**config.mk**
```make
export PLATFORM = sky130hd
export DESIGN_NAME = imem_loader
export DESIGN_NICKNAME = d
export VERILOG_FILES = /design/src/rtl/loader_pkg.sv /design/src/rtl/byte_packer.sv /design/src/rtl/imem_loader.sv
export SDC_FILE = /design/constraint.sdc
export NUM_CORES = 1
export LEC_CHECK = 0
export ABC_CLOCK_PERIOD_IN_PS = 4050
export CELL_PAD_IN_SITES_DETAIL_PLACEMENT = 1
export CELL_PAD_IN_SITES_GLOBAL_PLACEMENT = 2
export CORE_MARGIN = 1.5
export CORE_UTILIZATION = 41
export DETAILED_ROUTE_END_ITERATION = 10
export DONT_BUFFER_PORTS = 1
export GPL_TIMING_DRIVEN = 1
export PLACE_DENSITY_LB_ADDON = 0.3
export SYNTH_ARGS = -nofsm -noshare
export SYNTH_HDL_FRONTEND = slang
export SYNTH_SLANG_ARGS = --single-unit
```
**constraint.sdc**
```tcl
create_clock -name clk -period 4.05 [get_ports clk]
set_clock_uncertainty 0.05 [all_clocks]
set_input_delay 0.81 -clock clk [delete_from_list [all_inputs] [get_ports clk]]
set_output_delay 0.81 -clock clk [all_outputs]
set_load 0.02 [all_outputs]
```
**src/rtl/loader_pkg.sv**
```systemverilog
// Shared definitions for the instruction-memory boot loader.
// State encoding, header length and checksum width.
package loader_pkg;

    typedef enum logic [2:0] {
        S_IDLE,
        S_LEN_HI,
        S_LEN_LO,
        S_DATA,
        S_CHECK,
        S_DONE,
        S_ERR
    } state_e;

    localparam int HDR_BYTES = 2;
    localparam int CSUM_W    = 8;

endpackage

```
**src/rtl/byte_packer.sv**
```systemverilog
// 8-to-32 big-endian assembler; word_ready_o pulses the cycle
// after the fourth byte of a word has been shifted in.
module byte_packer (
    input  logic        clk,
    input  logic        rst,
    input  logic        clr_i,
    input  logic        en_i,
    input  logic [7:0]  byte_i,
    output logic [31:0] word_o,
    output logic [1:0]  cnt_o,
    output logic        word_ready_o
);

    logic [31:0] word_q, word_d;
    logic [1:0]  cnt_q, cnt_d;
    logic        rdy_q, rdy_d;

    always_comb begin
        word_d = word_q;
        cnt_d  = cnt_q;
        rdy_d  = 1'b0;
        if (clr_i) begin
            cnt_d = '0;
        end else if (en_i) begin
            word_d = {word_q[23:0], byte_i};
            cnt_d  = cnt_q + 2'd1;
            rdy_d  = (cnt_q == 2'd3);
        end
    end

    always_ff @(posedge clk or posedge rst) begin
        if (rst) begin
            word_q <= '0;
            cnt_q  <= '0;
            rdy_q  <= 1'b0;
        end else begin
            word_q <= word_d;
            cnt_q  <= cnt_d;
            rdy_q  <= rdy_d;
        end
    end

    assign word_o       = word_q;
    assign cnt_o        = cnt_q;
    assign word_ready_o = rdy_q;

endmodule

```
**src/rtl/imem_loader.sv**
```systemverilog
// Byte-stream boot loader: parses a length/payload/checksum frame
// into instruction-memory writes and holds the core in reset until valid.
module imem_loader
    import loader_pkg::*;
#(
    parameter int W     = 32,
    parameter int DEPTH = 256
) (
    input  logic         clk,
    input  logic         rst,
    input  logic         start,
    input  logic         in_valid,
    input  logic [7:0]   in_data,
    output logic         in_ready,
    output logic         mem_we,
    output logic [W-1:0] mem_addr,
    output logic [31:0]  mem_wdata,
    output logic         cpu_hold,
    output logic         done,
    output logic         err
);

    localparam int LEN_W = 8 * HDR_BYTES;
    localparam int IW    = $clog2(DEPTH + 1);

    state_e              state_q, state_d;
    logic [LEN_W-9:0]    len_hi_q, len_hi_d;
    logic [LEN_W-1:0]    len_q, len_d;
    logic [IW-1:0]       widx_q, widx_d;
    logic [CSUM_W-1:0]   acc_q, acc_d;

    logic                xfer;
    logic                clr;
    logic                pk_en;
    logic [1:0]          pk_cnt;
    logic [31:0]         pk_word;
    logic                pk_rdy;
    logic [LEN_W-1:0]    n_rx;
    logic                last_word;

    assign xfer      = in_valid && in_ready;
    assign pk_en     = xfer && (state_q == S_DATA);
    assign n_rx      = {len_hi_q, in_data};
    assign last_word = (LEN_W'(widx_q) == len_q - LEN_W'(1));

    byte_packer u_packer (
        .clk          (clk),
        .rst          (rst),
        .clr_i        (clr),
        .en_i         (pk_en),
        .byte_i       (in_data),
        .word_o       (pk_word),
        .cnt_o        (pk_cnt),
        .word_ready_o (pk_rdy)
    );

    always_comb begin
        state_d  = state_q;
        len_hi_d = len_hi_q;
        len_d    = len_q;
        widx_d   = widx_q;
        acc_d    = acc_q;
        clr      = 1'b0;
        in_ready = 1'b0;
        if (pk_rdy) widx_d = widx_q + IW'(1);
        unique case (state_q)
            S_IDLE, S_DONE, S_ERR: begin
                if (start) begin
                    state_d  = S_LEN_HI;
                    clr      = 1'b1;
                    widx_d   = '0;
                    acc_d    = '0;
                    len_d    = '0;
                    len_hi_d = '0;
                end
            end
            S_LEN_HI: begin
                in_ready = 1'b1;
                if (xfer) begin
                    len_hi_d = in_data;
                    state_d  = S_LEN_LO;
                end
            end
            S_LEN_LO: begin
                in_ready = 1'b1;
                if (xfer) begin
                    len_d = n_rx;
                    if (n_rx == '0)
                        state_d = S_CHECK;
                    else if (n_rx > LEN_W'(DEPTH))
                        state_d = S_ERR;
                    else
                        state_d = S_DATA;
                end
            end
            S_DATA: begin
                in_ready = 1'b1;
                if (xfer) begin
                    acc_d = acc_q ^ in_data;
                    if (pk_cnt == 2'd3 && last_word)
                        state_d = S_CHECK;
                end
            end
            S_CHECK: begin
                in_ready = 1'b1;
                if (xfer)
                    state_d = (in_data == acc_q) ? S_DONE : S_ERR;
            end
            default: state_d = S_IDLE;
        endcase
    end

    always_ff @(posedge clk or posedge rst) begin
        if (rst) begin
            state_q  <= S_IDLE;
            len_hi_q <= '0;
            len_q    <= '0;
            widx_q   <= '0;
            acc_q    <= '0;
        end else begin
            state_q  <= state_d;
            len_hi_q <= len_hi_d;
            len_q    <= len_d;
            widx_q   <= widx_d;
            acc_q    <= acc_d;
        end
    end

    // The write strobe is the packer pulse; it lands in DATA or first CHECK cycle.
    assign mem_we    = pk_rdy;
    assign mem_wdata = pk_word;
    assign mem_addr  = W'({widx_q, 2'b00});
    assign cpu_hold  = (state_q != S_DONE);
    assign done      = (state_q == S_DONE);
    assign err       = (state_q == S_ERR);

endmodule
```
== Word level (Yosys, flattened, before mapping) ==
Cells that the tools add are included.
Word-level totals
  ROM bits: 0
  word-level logic and storage cells: 74
  bits in writable memories: 0
  register bits: 79
  memories: 0
  bits in latches: 0
Operators by class
  equal/unequal tests: 16
  divide/modulo/power cells: 0
  bitwise gates (word level): 2
  shift-type cells: 0
  $mul: 0
  $add $sub $neg: 3
  multiplexer cells: 28
  magnitude comparators: 1
  reductions and logical operators: 16
Operators with widths (count)
  2-to-1 mux 16 bit: 2
  one-hot mux 16 bit (2 select lines): 1
  one-hot mux 8 bit (2 select lines): 2
  2-to-1 mux 9 bit: 3
  2-to-1 mux 3 bit: 8
  2-to-1 mux 8 bit: 3
  == test 9 x 16 -> 1 bit: 1
  greater-than comparator 16 x 9 -> 1 bit (second input constant): 1
  logical NOT 16 bit: 1
  subtractor 16 x 1 -> 16 bit (second input constant): 1
  one-hot mux 3 bit (5 select lines): 1
  inequality test 2 bit (second input constant): 5
  adder 9 x 1 -> 9 bit (second input constant): 1
  == test 3 bit (second input constant): 3
  AND reduction 3 bit: 3
  == test 8 bit: 1
  nonzero test 2 bit: 4
  bitwise XOR 8 bit: 1
  == test 3 x 2 -> 1 bit (second input constant): 2
  2-to-1 mux 2 bit: 3
  AND reduction 6 bit: 1
  2-to-1 mux 1 bit: 5
  OR reduction 4 bit: 1
  == test 3 x 1 -> 1 bit (second input constant): 1
  other kinds (9): 11

== Depth between registers and ports, before layout ==
Gate-level depths: netlist of run 1.
  depth in word-level cells: 7
  gate-level depth with buffers: 8

== Cells and area by module ==
Synthesis of run 1 repeated with hierarchy kept, for this count alone.
Second synthesis, totals
  cells, all modules: 419
  area, all modules: 4261.6 µm²
By module, submodules not included
  imem_loader: area each 2788.9 µm², times used 1, cells an instance 339, seq. area each 1101.1 µm²
  byte_packer: area each 1472.7 µm², times used 1, cells an instance 80, seq. area each 875.8 µm²

== Worst setup path after synthesis of run 1 ==
OpenSTA, ideal clock, no wires.
  path kind: register to register
  from: reg len_q[0]
  to: reg state_q[1]
  stages on the path, launching flop included: 9
  slack: 1.573 ns
  required time: 3.864 ns
  setup time: 0.136 ns
  arrival time: 2.290 ns
  clock period less this slack: 2.477 ns
  cell sequence: dfrtp_1 inv_1 ha_1 or4b_2 o31a_2 a31oi_1 nand4_1 nor4_2 o21ai_0
On the way
  longest elaborated chain between the ends: 5
RTL lines
  start, declared: RTL line imem_loader.sv:28  | logic [LEN_W-1:0] len_q, len_d;
  start signal, assigned: RTL line imem_loader.sv:123  | len_q <= len_d;
  subtractor 16 x 1 -> 16 bit: RTL line imem_loader.sv:44  | assign last_word = (LEN_W'(widx_q) == len_q - LEN_W'(1));
  == test 9 x 16 -> 1 bit: RTL line imem_loader.sv:44
  logical AND 1 bit: RTL line imem_loader.sv:100  | if (pk_cnt == 2'd3 && last_word)
  inequality test 2 x 1 -> 1 bit (no line)
  AND reduction 6 bit (no line)
  end signal, assigned: RTL line imem_loader.sv:121  | state_q <= state_d;
  end, declared: RTL line imem_loader.sv:26  | state_e state_q, state_d;
Every way passes these cells.
A chain may end at the register's enable or synchronous reset.

== Final worst setup path of run 1 ==
Ends and elaborated chain as after synthesis.

==> impl.org, run 1 <==
** Yosys
- Of all flip-flops after synthesis, the portion carrying an async set or reset was 100.0%.
- In this run, synthesis inferred 0 flip-flops with an integrated enable.
- Register bit count reported by yosys :: 79
- Sequential elements use 47.35% of the synthesized area.
- Number of warning messages in the yosys log :: 0
- Post-synthesis average cell area :: 8.644 um2
- In the synthesized netlist the dominant register cell turns out to be dfrtp_1.
- Cell count after synthesis :: 483
- Unique cell type count in the Yosys netlist :: 55
- Summed over all instances, the cell type with the most area after synthesis is dfrtp_1.
- Leading post-synthesis cells by cell area :: dfrtp_1, nand2_1, o21ai_0
- After synthesis, the largest area contributor takes up 47.35% of total cell area.
- Netlist area before placement :: 4175 um2

** Worst setup path
- Critical path peak fanout :: 7
- Depth of the worst register-to-register path :: 8
- Required time at the endpoint of the critical path :: 4.22 ns
- Crit-path cells :: inv_1, ha_1, or4b_2, o31a_2, a31oi_1, nand4_1, nor4_2, o21ai_0
- The largest individual stage delay along the critical path comes from the cell or4b_2.
- Critical path start-end classification :: flip-flop to flip-flop
- Critical path's largest stage delay :: 0.64 ns
- Setup slack on the worst reg-to-reg path comes out at 1.18 ns.
- In this run the critical register-to-register path is launched from len_q[0].
- WP data arrival :: 3.04 ns
- The critical path starts at len_q[0].
- Critical Path Start Type :: flip-flop
- CP Capture Type :: flip-flop
- The endpoint identified for the worst register-to-register timing path is state_q[1].

** Global routing
- First-pass GRT wire length :: 17730 um
- All-Layer GR Usage :: 20.51%
- Maximum number of pins on one net before global-route repair :: 55
- The number of antenna violations at the first check in global routing came to 0.
- Remaining global-route overflow :: 0
- The via count of the first global-routing pass is 3300.

** Placement
- Buffers placed on the I/O ports in this run total 0.
- Routability-driven placement finished with a final weighted congestion of 0.8133.
- Summed over all nets, the half-perimeter wirelength after detailed placement is 7394 um.

** Power and ir drop
- The worst-case IR drop observed on VDD is 0.0002379 V.
- Power density cells :: 783.7 nW/um2
- Total power after layout :: 3.450 mW
- Leak pwr :: 2.063 nW

** Clock network
- No sink is reached through more buffers than the 2 on the longest clock path.
- TritonCTS built the clock tree.
- Post-CTS timing repair inserted 0 buffers for setup.
- Clock latency on the worst-skew pair, taken at its later pin, is 0.36 ns.
- Total of hold buffers inserted after clock tree synthesis :: 0
- Clock sink count :: 79
- Number of gates resized after CTS :: 0
- The H-tree was split into 3 levels.
- The tree is rooted in a clkbuf_8.
- Reg clk slew, reported paths :: 0.09 ns
- In this run, CTS created clock tree buffers numbering 9.

** Route
- The detail route stage leaves a number of antenna-violating nets equal to 0.
- Pre-Repair DR Iteration Count :: 4
- After detailed routing, the average wire length per cell comes to 17.21 um.
- The detailed router finished its first iteration with 143 violations.
- Vias per cell :: 5.261
- Wires add up to 10550 um.
- Total DRC errors in the routed layout :: 0
- The detailed router placed 3225 vias in this run.

** STA
- The number of failing hold endpoints at the final stage came to 0.
- Setup repair after global routing missed its margin :: false
- The final-report max-slew violation count came to 0.
- Time the final worst path needs with I/O delays and setup :: 2.867 ns
- Setup violations remaining at the end of the flow were counted as 0.
- Final-layout setup total negative slack :: 0 ns
- Tightest Pin Transition :: 0.9579 ns
- Maximum clock rate :: 0.3487 GHz
- Worst relative slew slack :: 36.14%
- Final clock period utilization by the worst path :: 70.80%

** Hold path
- Counting instances, the worst hold path has a depth of 1.
- The path with the worst hold slack has its endpoint at u_packer.cnt_o[0].
- The worst hold path belongs to the class flip-flop to flip-flop.
- The worst hold path begins at u_packer.cnt_o[0].

** Floorplanning
- The total area inside the core boundary comes to 9819 um2.
- Die boundary height :: 103.9 um
- Rows :: 36
- The die covers 10800 um2.
- Initial cell density of the core :: 42.52%
- I/O pin count :: 81
- The die is 103.9 um wide.

** Finish
- The library cell used most frequently in the layout, excluding fill and tap cells, is nand2_1.
- For this run, the post-layout net count is 490.
- Highest-count cells in the layout ignoring fill and taps :: nand2_1, dfrtp_1, nor2_1
- Area growth syn-to-layout :: 5.454%
- The repair_antennas step left the layout with diodes totalling 0.
- Layout cell share with drive strength beyond 1 :: 7.292%

** Run
- Max Cap Violations :: 0

** Run status
- Result of the run :: finished, final reports clean
[flip-flops by register name, indices dropped and copies added (netlist names)]
name / cells
state_q: 3
len_q: 16
u_packer.word_o: 32
u_packer.cnt_o: 2
widx_q: 9
len_hi_q: 8
u_packer.word_ready_o: 1
acc_q: 8
[power breakdown]
group / switching, mW / total (mW) / internal [mW] / leakage (nW)
clock network: 0.321 / 0.613 / 0.292 / 0.102
registers: 0.535 / 1.62 / 1.08 / 1.05
logic: 0.724 / 1.22 / 0.497 / 0.914
total: 1.58 / 3.45 / 1.87 / 2.06
[Yosys cell counts, types with 6 or more instances]
cell,n
nor4_1,6
buf_4,23
nand2b_1,6
xnor2_1,11
nand2_1,137
o21ai_0,36
inv_1,11
nor2_1,42
dfrtp_1,79
xor2_1,14
o31ai_1,8
mux2i_1,11
nor3_1,7
clkbuf_1,19
[layout make-up]
cell class / instances / area [um2]
sequential: 79 / 1977
fill: 1206 / 5416
timing repair buffer: 5 / 37.54
multi-input combinational: 369 / 1976
tap: 133 / 166.4
inverter: 11 / 42.54
clock buffer: 9 / 123.9
clock inverter: 7 / 80.08
[worst max path at each step]
stage                      end  slack (ns)  depth (start not counted)
finish              state_q[1]        1.18                          8
global route        state_q[1]        0.95                          8
CTS                 state_q[1]        1.16                          8
detailed placement  state_q[1]        1.19                          8
global placement    state_q[1]        1.34                          8
floorplan             acc_q[0]        1.17                          1
[logic make-up after synthesis]
kind of cell    share of synthesized area, %
other cells                          0.08981
xor+xnor                               5.244
fa+ha+maj                             0.8991
buf+inv                                7.402
flops                                  47.35
mux                                    2.637
simple gates                           25.44
compound gates                         10.94
[stage by stage]
stage | std cells | setup WS (ns) | util (%) | hold slack, ns | area, um2
6_report | 613 | 1.183 | 44.84 | 0.4538 | 4403
5_1_grt | 613 | 0.9537 | 44.84 | 0.4844 | 4403
4_1_cts | 613 | 1.157 | 44.84 | 0.4599 | 4403
3_5_place_dp | 597 | 1.191 | 42.76 | 0.4472 | 4199
3_3_place_gp | 597 | 1.344 | 42.76 | 0.4366 | 4199
2_1_floorplan | 505 | 1.167 | - | 0.4177 | 4258
[worst max-delay path, delay by kind of cell (launching register included)]
family | cells | cell delay [ns]
AO/OA/AOI/OAI | 3 | 0.61
adder cells (fa/ha/maj) | 1 | 0.30
buffers and inverters | 1 | 0.12
flip-flops | 1 | 0.47
AND/OR/NAND/NOR | 3 | 1.19
[routing by layer]
metal	track usage [%]	wire, um
met1	29.14	5143
met2	32.12	4970
met3	4.511	353
met4	4.663	83
met5	0	0
No activity file was read; power rests on OpenSTA's default activity.
==> run 2, diff against run 1 <==
Settings changed: ABC_CLOCK_PERIOD_IN_PS 4050 to 2970, CORE_UTILIZATION 41 to 38.
Clock period 4.05 ns to 2.97 ns, I/O delays scaled along.
==> impl.org, run 2 (same netlist as run 1, synthesis figures left out) <==
** Run
- Across the run, the number of max-cap violations was 0.

** Power and ir drop
- Leak pwr :: 2.097 nW
- Dividing total power by cell area gives a power density of 1083 nW/um2.
- The worst-case IR drop observed on VDD is 0.0003693 V.
- The design draws 4.853 mW.
- Combinational cell fraction of total power :: 34.4%
- Power Internal :: 2.739 mW
- Switching part of the total power :: 43.56%
- The share of total power dissipated in the clock network is 20.6%.
- Proportion of power drawn by flip-flops and latches :: 45.1%
- Net switching power of the design :: 2.114 mW

** Floorplanning
- Die boundary height :: 107.8 um
- I/O pin count :: 81
- The floorplan has 38 rows.
- For this configuration, the core starts out at a cell density of 38.69%.
- Core area :: 10790 um2
- Die Footprint :: 11630 um2
- Die width :: 107.8 um

** Finish
- Highest-count cells in the layout ignoring fill and taps :: nand2_1, dfrtp_1, nor2_1
- Count of fill cells added during filler insertion :: 1297
- The register with the most flip-flops in the layout has 32 of them.
- The repair_antennas step left the layout with diodes totalling 0.
- At the end of the flow, the number of nets in the layout was 492.
- Commonest non-fill, non-tap cell in the layout :: nand2_1
- Layout cell share with drive strength beyond 1 :: 7.469%
- Area growth syn-to-layout :: 7.282%

** Clock network
- Total of hold buffers inserted after clock tree synthesis :: 0
- Reg clk slew, reported paths :: 0.09 ns
- TritonCTS built the clock tree.
- Setup fix buffers added after clock tree synthesis :: 0
- In this run the clock root is driven by a clkbuf_8.
- The number of gates resized after CTS was 0.
- Number of buffers on the longest clock path :: 2
- At the later pin of the worst-skew pair, clock insertion delay measures 0.36 ns.
- The clock tree synthesis step divided the H-tree into 3 levels.
- Clock sink count :: 79
- Number of buffers created by CTS :: 9

** Run status
- Result of the run :: finished, final reports clean

** STA
- Based on the critical path, the design can be clocked at up to 0.3604 GHz.
- Hold Violations, Final :: 0
- Setup repair after global routing missed its margin :: false
- Final-layout setup total negative slack :: 0 ns
- Max-slew violation count :: 0
- Time the final worst path needs with I/O delays and setup :: 2.775 ns
- In the finished design, the share of the clock period the worst path needs comes to 93.42%.
- The worst pin sits at a relative slew slack of 44.25%.
- Setup violations remaining at the end of the flow were counted as 0.
- At the pin with the least slew margin, the transition time is 0.8362 ns.

** Worst setup path
- The signal on the critical path passes through inv_1, ha_1, or4b_2, o31a_2, a31oi_1, nand4_1, nor4_2, o21ai_0.
- STA classifies the critical path startpoint as a flip-flop.
- The endpoint identified for the worst register-to-register timing path is state_q[1].
- For this run, the slowest stage of the critical path takes 0.62 ns.
- CP Capture Type :: flip-flop
- Among all stages on the critical path, the largest delay is contributed by or4b_2.
- For the worst setup path, the data arrival time is 2.96 ns.
- In this run the critical register-to-register path is launched from len_q[0].
- Critical path peak fanout :: 7
- Required time at the endpoint of the critical path :: 3.15 ns
- R2R Setup Slk :: 0.20 ns
- Depth of the worst register-to-register path :: 8
- Critical path start-end classification :: flip-flop to flip-flop

** Route
- Number of vias in the routed layout :: 3200
- The detail route stage leaves a number of antenna-violating nets equal to 0.
- Using the TritonRoute via totals, the vias-per-cell ratio works out to 5.145.
- Summed over all layers, the routed wires come to 10370 um.
- Total DRC errors in the routed layout :: 0
- Pre-Repair DR Iteration Count :: 4
- Drt initial violations :: 127
- After detailed routing, the average wire length per cell comes to 16.68 um.

** Global routing
- Number of global-route vias before repair :: 3268
- The number of antenna violations at the first check in global routing is 0.
- First-pass GRT wire length :: 17170 um
- Remaining global-route overflow :: 0
- Maximum number of pins on one net before global-route repair :: 42
- For this run, the total global-route usage over all layers was measured as 19.15%.

** Placement
- Final HPWL from detailed placement :: 7181 um
- Count of port buffers added during placement :: 0
- Global placer's final weighted congestion :: 0.8103

** Hold path
- The min-delay analysis places its worst path in the category input pin to async pin.
==> run 2: how the worst max path moves through the flow <==
stage	depth (start not counted)	start	slack, ns	to
after floorplan	1	rst	0.30	acc_q[0]
after global placement	8	len_q[0]	0.35	state_q[1]
after detailed placement	8	len_q[0]	0.20	state_q[1]
after CTS	8	len_q[0]	0.20	state_q[1]
after global routing	8	len_q[0]	0.05	state_q[1]
final	8	len_q[0]	0.20	state_q[1]
==> run 2: area by class of cell <==
| class | instances | area (um2) | area share, % |
|---|---|---|---|
| Timing Repair Buffer | 7 | 65.06 | 1.453 |
| Tap cell | 140 | 175.2 | 3.911 |
| Multi-Input combinational cell | 369 | 1976 | 44.11 |
| Sequential cell | 79 | 1977 | 44.13 |
| Inverter | 11 | 42.54 | 0.9497 |
| Clock inverter | 6 | 116.4 | 2.598 |
| Clock buffer | 10 | 127.6 | 2.849 |
==> run 2: power groups by stage <==
stage	combinational, mW	clock (mW)	sequential [mW]
2_1_floorplan	1.44	0	2.01
3_3_place_gp	1.62	0	2.19
3_5_place_dp	1.68	0	2.22
4_1_cts	1.69	1.03	2.20
5_1_grt	1.91	1.07	2.27
6_report	1.67	0.998	2.19
==> run 2: metrics by stage <==
| stage | instance area, um2 | setup WS, ns | utilization, % | std cells | hold WS, ns |
|---|---|---|---|---|---|
| finish | 4479 | 0.1954 | 41.50 | 622 | 0.1394 |
| floorplan | 4258 | 0.3026 | - | 505 | 0.4177 |
| global route | 4479 | 0.04898 | 41.50 | 622 | 0.1777 |
| global placement | 4235 | 0.3482 | 39.24 | 606 | 0.4381 |
| CTS | 4479 | 0.1985 | 41.50 | 622 | 0.1564 |
| detailed placement | 4235 | 0.1959 | 39.24 | 606 | 0.4479 |
==> run 2: per-layer routing <==
metal / vias up / global-route usage [%] / share of wire, %
met3: 16 / 3.632 / 3.8
li1: 1556 / - / -
met5: - / 0 / 0
met1: 1573 / 26.85 / 48
met2: 55 / 29.39 / 46
met4: 0 / 7.049 / 1.7
==> run 2: worst max-delay path: cells and delay by family (launching register included) <==
family	cells	cell delay (ns)
AO/OA/AOI/OAI	3	0.59
AND/OR/NAND/NOR	3	1.24
flip-flops	1	0.46
buffers and inverters	1	0.12
adder cells (fa/ha/maj)	1	0.19
